==> config.mk <==
export PLATFORM = sky130hd
export DESIGN_NAME = fetch_prefetch_unit
export DESIGN_NICKNAME = d
export VERILOG_FILES = /design/src/rtl/fetch_prefetch_unit.sv
export SDC_FILE = /design/constraint.sdc
export NUM_CORES = 1
export LEC_CHECK = 0
export ABC_CLOCK_PERIOD_IN_PS = 5900
export CORE_MARGIN = 5
export CORE_UTILIZATION = 40
export DETAILED_ROUTE_END_ITERATION = 10
export GPL_TIMING_DRIVEN = 0
export HOLD_SLACK_MARGIN = 0.08
export PLACE_DENSITY_LB_ADDON = 0.1
export SLEW_MARGIN = 5
export SYNTH_ARGS = -nofsm -noshare
export SYNTH_HDL_FRONTEND = slang
export SYNTH_SLANG_ARGS = --single-unit
export TNS_END_PERCENT = 10
==> constraint.sdc <==
create_clock -name clk -period 5.9 [get_ports clk]
set_input_delay 0.885 -clock clk [delete_from_list [all_inputs] [get_ports clk]]
set_output_delay 0.885 -clock clk [all_outputs]
set_load 0.1 [all_outputs]
==> src/rtl/fetch_prefetch_unit.sv <==
// -----------------------------------------------------------------------------
// fetch_prefetch_unit
//
// Instruction-fetch stage. It streams words from a 1-cycle-latency synchronous
// instruction memory into a DEPTH-entry prefetch queue of {word, pc} entries.
// It assembles one-word instructions and two-word instructions (opcode plus
// immediate) and presents one complete instruction per cycle to decode.
// Jump and interrupt redirects flush the queue and drop in-flight fetches. An
// interrupt also captures a return PC.
//
// Ports
//   clk           rising-edge clock
//   rst           asynchronous active-low reset
//   imemReq       fetch request this cycle
//   imemAddr      word address of the request (current fetch PC)
//   imemData      memory word for the request issued in the previous cycle
//   stall         decode not accepting; head instruction is held
//   jumpBit       redirect fetch to branchIR
//   branchIR      jump/branch target
//   interruptBit  redirect fetch to intVector (wins over jumpBit)
//   intVector     interrupt handler address
//   instrValid    a complete instruction sits at the queue head
//   instruction   head opcode word (0 when not valid)
//   immediate     second word of a two-word instruction, else 0
//   samePc        address of the head instruction (0 when not valid)
//   nextPc        samePc+1 or samePc+2 (0 when not valid)
//   retPc         return address captured on the last interrupt
// -----------------------------------------------------------------------------
module fetch_prefetch_unit #(
    parameter int                  PC_WIDTH     = 32,
    parameter int                  INSTR_WIDTH  = 16,
    parameter int                  DEPTH        = 4,
    parameter int                  IMM_BIT      = 11,
    parameter logic [PC_WIDTH-1:0] RESET_VECTOR = '0
) (
    input  logic                   clk,
    input  logic                   rst,
    output logic                   imemReq,
    output logic [PC_WIDTH-1:0]    imemAddr,
    input  logic [INSTR_WIDTH-1:0] imemData,
    input  logic                   stall,
    input  logic                   jumpBit,
    input  logic [PC_WIDTH-1:0]    branchIR,
    input  logic                   interruptBit,
    input  logic [PC_WIDTH-1:0]    intVector,
    output logic                   instrValid,
    output logic [INSTR_WIDTH-1:0] instruction,
    output logic [INSTR_WIDTH-1:0] immediate,
    output logic [PC_WIDTH-1:0]    samePc,
    output logic [PC_WIDTH-1:0]    nextPc,
    output logic [PC_WIDTH-1:0]    retPc
);

    localparam int PTR_W = $clog2(DEPTH);
    localparam int CNT_W = PTR_W + 1;

    // Queue storage (data only, never reset)
    logic [INSTR_WIDTH-1:0] word_q [DEPTH];
    logic [PC_WIDTH-1:0]    pc_q   [DEPTH];

    // Control state
    logic [PTR_W-1:0]    head_q, tail_q;
    logic [CNT_W-1:0]    count_q;
    logic                inflight_q;
    logic [PC_WIDTH-1:0] inflightPc_q;
    logic [PC_WIDTH-1:0] fetchPc_q;
    logic [PC_WIDTH-1:0] retPc_q;

    // Combinational helpers
    logic                   redirect;
    logic [PC_WIDTH-1:0]    target;
    logic [CNT_W:0]         occ;
    logic [PTR_W-1:0]       headNext;
    logic [INSTR_WIDTH-1:0] headWord;
    logic                   twoWord;
    logic                   complete;
    logic                   push;
    logic [CNT_W-1:0]       pop_n;
    logic [PC_WIDTH-1:0]    retCapture_d;

    assign redirect = interruptBit | jumpBit;
    assign target   = interruptBit ? intVector : branchIR;

    // Reserve a slot for every outstanding request so a returning word can
    // always be pushed without overrunning the queue.
    assign occ     = {1'b0, count_q} + {{CNT_W{1'b0}}, inflight_q};
    assign imemReq = (occ < (CNT_W + 1)'(DEPTH)) && !redirect;
    assign imemAddr = fetchPc_q;

    assign headNext = head_q + PTR_W'(1);
    assign headWord = word_q[head_q];
    assign twoWord  = headWord[IMM_BIT];

    // A two-word head needs its immediate already in the queue.
    assign complete = (count_q != '0) && (!twoWord || (count_q >= CNT_W'(2)));
    assign push     = inflight_q && !redirect;

    always_comb begin
        pop_n = '0;
        if (complete && !stall) begin
            pop_n = twoWord ? CNT_W'(2) : CNT_W'(1);
        end
    end

    // Return address: the oldest instruction not yet executed, which is the
    // queue head, else the word being fetched, else the next fetch address.
    always_comb begin
        retCapture_d = fetchPc_q;
        if (count_q != '0) begin
            retCapture_d = pc_q[head_q];
        end else if (inflight_q) begin
            retCapture_d = inflightPc_q;
        end
    end

    always_comb begin
        instrValid  = complete;
        instruction = '0;
        immediate   = '0;
        samePc      = '0;
        nextPc      = '0;
        if (complete) begin
            instruction = headWord;
            samePc      = pc_q[head_q];
            if (twoWord) begin
                immediate = word_q[headNext];
                nextPc    = pc_q[head_q] + PC_WIDTH'(2);
            end else begin
                nextPc    = pc_q[head_q] + PC_WIDTH'(1);
            end
        end
    end

    assign retPc = retPc_q;

    always_ff @(posedge clk or negedge rst) begin
        if (!rst) begin
            head_q     <= '0;
            tail_q     <= '0;
            count_q    <= '0;
            inflight_q <= 1'b0;
            fetchPc_q  <= RESET_VECTOR;
            retPc_q    <= '0;
        end else if (redirect) begin
            // Flush everything; stall has no effect on a redirect.
            head_q     <= '0;
            tail_q     <= '0;
            count_q    <= '0;
            inflight_q <= 1'b0;
            fetchPc_q  <= target;
            if (interruptBit) begin
                retPc_q <= retCapture_d;
            end
        end else begin
            head_q     <= head_q + PTR_W'(pop_n);
            if (push) begin
                tail_q <= tail_q + PTR_W'(1);
            end
            count_q    <= count_q + CNT_W'(push) - pop_n;
            inflight_q <= imemReq;
            if (imemReq) begin
                fetchPc_q <= fetchPc_q + PC_WIDTH'(1);
            end
        end
    end

    always_ff @(posedge clk) begin
        if (imemReq) begin
            inflightPc_q <= fetchPc_q;
        end
        if (push) begin
            word_q[tail_q] <= imemData;
            pc_q[tail_q]   <= inflightPc_q;
        end
    end

endmodule

## Yosys cells after proc, flatten, opt, wreduce, memory -nomap -nowiden

Memories as Yosys holds them, arrays and structs flattened.
Cells that the tools add are included.
W data, S select, Z words.

| operators by class | value |
|---|---|
| add/subtract/negate cells | 9 |
| mux-type cells | 20 |
| magnitude comparators | 2 |
| bitwise gates (word level) | 1 |
| reduce and logical (&&, ||, !) cells | 12 |

Operators with widths:

| operator | number |
|---|---|
| $mux W32 | 8 |
| $add A32 B1 Y32 const B | 2 |
| $mux W16 | 3 |
| $add A32 B2 Y32 const B | 1 |
| $mux W2 | 5 |
| $add A2 B1 Y2 const B | 2 |
| $add A3 B1 Y4 | 1 |
| $logic_and A1 B1 Y1 | 4 |
| $lt A4 B3 Y1 const B | 1 |
| $reduce_bool A2 Y1 | 2 |
| $add A3 B1 Y3 | 1 |
| $ge A3 B2 Y1 const B | 1 |
| $logic_not A1 Y1 | 3 |
| $mux W1 | 3 |
| $mux W3 | 1 |
| $reduce_bool A3 Y1 | 1 |
| $sub A3 B2 Y3 | 1 |
| $add A2 B2 Y2 | 1 |
| $reduce_and A2 Y1 | 1 |
| $logic_or A1 B1 Y1 | 1 |
| $or A1 B1 Y1 | 1 |

| word-level totals | value |
|---|---|
| memory bits (writable) | 192 |
| output and inout port bits | 162 |
| input bits | 85 |
| logic and storage cells | 53 |
| register bits after elaboration | 104 |
| memories | 2 |

Memory list:

| name | words | bits a word | rd ports | clocked after Yosys merged registers in | write ports | RTL line | source |
|---|---|---|---|---|---|---|---|
| pc_q | 4 | 32 | 1 | 0 | 1 | 59 | `logic [PC_WIDTH-1:0] pc_q [DEPTH];` |
| word_q | 4 | 16 | 2 | 0 | 1 | 58 | `logic [INSTR_WIDTH-1:0] word_q [DEPTH];` |

## Depth between registers and ports, before layout

Gate-level depths: netlist of the first run.
An unclocked memory read counts as a cell.

| depth | value |
|---|---|
| depth in word-level cells | 8 |
| gate-level depth with buffers | 12 |
| depth with buffers taken out | 10 |

## Worst setup path before layout of the first run

No wires, ideal clock.

| path | value |
|---|---|
| path kind | reg2out |
| from | register head_q[0] |
| to | output nextPc[12] |
| stages on the path, launching flop included | 11 |
| path slack | 1.083 ns |
| path buffers | 4 |
| data required time | 5.015 ns |
| data arrival time | 3.932 ns |
| cells stage by stage | dfrtp_1 -> buf_6 -> buf_12 -> mux4_2 -> ha_1 -> mux2i_1 -> or4_4 -> buf_6 -> buf_6 -> or3_1 -> a21oi_1 |

| between the ends | value |
|---|---|
| longest elaborated chain between the ends | 5 |
| elaborated cells on any way between the ends | 9 |
| classes of those cells | add/sub (2); mux (2); reduce/logical (3); memory (2) |

Ends and longest elaborated chain:

| element | RTL line | source |
|---|---|---|
| from (decl) | 62 | `logic [PTR_W-1:0] head_q, tail_q;` |
| from (signal assigned) | 155 | `head_q <= head_q + PTR_W'(pop_n);` |
| branches (longest 4 deep; another with $mem_v2 Z4 W32) | n/a |  |
| $mux W32 (*) | 122 | `if (complete) begin` |
| to (decl) | 50 | `output logic [PC_WIDTH-1:0] nextPc,` |

Every way passes the cells marked *.

## Worst setup path in the final report of the first run

| path | value |
|---|---|
| from | register head_q[0] |
| to | output nextPc[26] |

The elaborated chain is that of the path after synthesis.

==> PnR_summary.wiki, run 1 <==
{| class="wikitable"
! Metric !! Value
|-
| Vias in the first global route || 10400
|-
| Path class of the lowest-slack min-delay path || in -> async
|-
| Clock tree from TritonCTS || yes
|-
| Ys async rst share || 0.243
|-
| Met2 routing resource usage after global routing || 0.356
|-
| Cell Count Post-Placement || 1774
|-
| Vert. Die Dim || roughly 200 um
|-
| Reg2Reg Depth || 12
|-
| Count of yosys warnings during synthesis || 0
|-
| Antenna cells || 0
|-
| Power per standard cell area || just under 300 nW/um^2
|-
| Most used standard cell by instance count after synthesis || edfxtp_1
|-
| Gp weighted congestion || around 0.82
|-
| Gate count after technology mapping || approximately 1100
|-
| Top-area cell type share of the netlist area || 0.474
|-
| Effective utilization at floorplan || 0.402
|-
| Crit path time final || between 5000 and 6000 ps
|-
| Signed area change from the synthesized netlist to the final layout || 29.2%
|-
| Overall die area || approximately 39000 um^2
|-
| Setup skew after layout || slightly below 9 ps
|-
| Post-route standard cell area excluding fillers || 18300 um^2
|-
| Leading post-synthesis cells by instance count || edfxtp_1, nand2_1, dfrtp_1
|-
| Share of final-layout standard cells stronger than drive strength 1 || 0.102
|-
| Top cells by area, synth || edfxtp_1, dfrtp_1, mux4_2
|-
| Portion of the clock cycle consumed by the worst path in the final layout || 0.968
|-
| Proportion of synthesized chip area in sequential cells || 0.601
|-
| CP Data Required Time || approximately 5000 ps
|-
| Floorplan die width || ~200 um
|-
| CTS Hold Bufs || 0
|-
| Type of origin of the critical path || register
|-
| Number of flops mapped to enable cells by yosys || 224
|-
| Htree depth || 1
|-
| Post-DR vias/cell || between 5 and 6
|-
| Core area || roughly 35000 um^2
|-
| Count of vias placed by the detailed router || 10200
|-
| Start of the worst register-to-register path || head_q[0]$_DFF_PN0_
|-
| Detailed-routing iteration count for the pre-antenna-repair pass || 5
|-
| Io pins || 247
|-
| Max-cap violation count || 0
|-
| Type of the setup path with the least slack || reg -> out
|-
| Count of different cell masters after synthesis || 60
|-
| Number of setup violations in the final report || 0
|-
| Hold violation count in the final report || 0
|-
| CTS Buf Count || 31
|-
| Flop2flop setup slack || approximately 2100 ps
|-
| Highest Clock Rate || 175 MHz
|-
| Gr ovfl total || 0
|-
| Worst endpoint data arrival time || 4830 ps
|-
| Post-DP HPWL || approximately 32 mm
|-
| Cell area reported after detailed placement || 17300 um^2
|-
| Worst-case headroom to the max-slew limit || 0.250
|-
| Number of filler instances in the final layout || approximately 3000
|-
| Total of buffers placed on input and output ports || roughly 250
|-
| Met3 GRT Util || 0.0499
|-
| Max Root-Sink Buffers || 3
|-
| Post-Syn Nets || 1161
|-
| Leakage component of the power || approximately 6.5 nW
|-
| Mean Syn Cell Area || ~13 um^2
|-
| Final Net Count || roughly 1400
|-
| Slew at the pin closest to its max-slew limit || roughly 1100 ps
|-
| Unrepaired setup endpoints after global routing || false
|-
| Worst vdd ir || 212 uV
|-
| Worst r2r dst || count_q[2]$_DFF_PN0_
|-
| Clk slew on worst S/H paths || about 60 ps
|-
| Endpoint type of the worst setup path || output pin
|-
| Final wirelength || ~44 mm
|-
| Antenna viol nets, final || 0
|-
| Dominant cell type by area after synthesis || edfxtp_1
|-
| Busiest metal layer after global routing || met2
|-
| Total routing resource utilization after global routing || 0.222
|-
| Remaining routing DRC violations || 0
|-
| Antenna violations before repair || 0
|-
| Met1 layer usage reported by global route || 0.312
|-
| Highest fanout seen on the critical path || 10
|-
| Result of the run || finished clean
|-
| Per-cell routed wire length || 24.1 um
|-
| Wire length of the first global-routing pass || 66.1 mm
|-
| Netlist area before placement || between 10000 and 15000 um^2
|-
| Non-filler cells, final || between 1500 and 2000
|-
| Number of synthesized register bits || approximately 300
|-
| Row cnt || just under 70
|-
| Latest clock arrival within the worst-skew pair || approximately 560 ps
|-
| Main synth FF type || edfxtp_1
|-
| Num Clock Sinks || 296
|-
| Iter 0 DRT Violations || 659
|-
| Pin count of the biggest net entering global routing || 53
|-
| Max-slew violation count || 0
|-
| Cell at the root of the clock tree || clkbuf_16
|}
[report_power, final]
group	internal, mW	switching, mW	total (mW)
Combinational	0.247	0.687	0.934
Clock	1.14	0.804	1.95
Sequential	2.33	0.0991	2.43
[registers in the layout, indices dropped and copies added, names as in the netlist]
register      flops
count_q           3
head_q            2
imemAddr         32
inflightPc_q     32
inflight_q        1
pc_q            128
retPc            32
tail_q            2
word_q           64
[routing by layer]
metal	part of all wire	vias up
li1	-	4616
met1	0.43	5143
met2	0.47	406
met3	0.078	58
met4	0.021	0
met5	0	-
[layout make-up]
class | instances | area [um^2] | share of cell area
flip-flops and latches | 296 | 8530 | 0.466
multi-input cells | 645 | 5120 | 0.280
repair buffers | 247 | 2520 | 0.138
clock buffers | 41 | 853 | 0.0466
well taps | 461 | 577 | 0.0315
plain buffers | 71 | 352 | 0.0192
inverters | 54 | 203 | 0.0111
clock inverters | 15 | 158 | 0.00861
[worst max-delay path by stage]
| stage | startpoint | to | slack, ps | depth (start not counted) |
|---|---|---|---|---|
| after floorplan | head_q[0]$_DFF_PN0_ | nextPc[12] | 1080 | 10 |
| final | head_q[0]$_DFF_PN0_ | nextPc[26] | 190 | 11 |
| after global routing | head_q[0]$_DFF_PN0_ | nextPc[26] | 60 | 11 |
| after detailed placement | interruptBit | imemReq | 470 | 8 |
| after global placement | interruptBit | imemReq | -280 | 7 |
| after CTS | head_q[0]$_DFF_PN0_ | samePc[17] | 10 | 9 |
[placed cells by master (no fill, tap or decap), types with 6 or more instances in the layout]
| cell | n |
|---|---|
| mux2_2 | 11 |
| o211ai_1 | 38 |
| mux4_2 | 47 |
| dlymetal6s2s_1 | 10 |
| or3_1 | 9 |
| clkbuf_16 | 31 |
| mux4_1 | 15 |
| edfxtp_1 | 224 |
| and2_1 | 44 |
| clkdlybuf4s50_1 | 234 |
| nor3_1 | 22 |
| mux2i_1 | 32 |
| xnor2_1 | 22 |
| o21ai_0 | 68 |
| a22oi_1 | 15 |
| nor4_1 | 16 |
| inv_1 | 53 |
| and3_1 | 8 |
| clkbuf_1 | 51 |
| nor2_1 | 49 |
| nand2_1 | 83 |
| and4_1 | 6 |
| buf_1 | 11 |
| nand3_1 | 17 |
| ha_1 | 9 |
| buf_2 | 6 |
| nor2b_1 | 16 |
| dfrtp_1 | 72 |
| a21oi_1 | 44 |
| clkinv_2 | 7 |
[kinds of logic (layout without fill, tap and decap cells)]
kind of cell / Yosys count / count (layout) / share of synthesized area
buf+inv: 125 / 428 / 0.0391
xor+xnor: 26 / 26 / 0.0161
fa+ha+maj: 10 / 10 / 0.00935
flops: 296 / 296 / 0.601
compound gates: 206 / 206 / 0.0908
simple gates: 296 / 296 / 0.108
mux: 107 / 107 / 0.135
[metrics by stage]
step	worst slack, ps	util	hold slack [ps]	total power [mW]	TNS, ps
CTS	13.7	0.518	218	5.35	0
global placement	-278	0.487	503	3.40	-278
global route	60.5	0.519	230	5.49	0
finish	187	0.519	225	5.31	0
detailed placement	468	0.489	495	3.41	0
floorplan	1080	-	481	3.08	0
[worst max-delay path, cell delays in order, from the launching register on]
cell,delay [ps]
dfrtp_1,370
buf_6,140
buf_12,150
mux4_2,470
ha_1,230
mux2i_1,210
or4_4,580
buf_6,150
buf_6,140
or3_1,340
a21oi_1,270
clkdlybuf4s50_1,1190
[repair_timing]
action | CTS | global route
setup endpoints to repair | 0 | 11
buffers inserted | 0 | 0
resized for setup | 0 | 11
Note: power is estimated with default switching activity, not from simulation.
==> inputs of run 2 (changes only) <==
Settings changed: CTS_CLUSTER_SIZE set to 20.
==> results of run 2 <==
No change in the layout: final DEF, timing and power equal those of run 1.
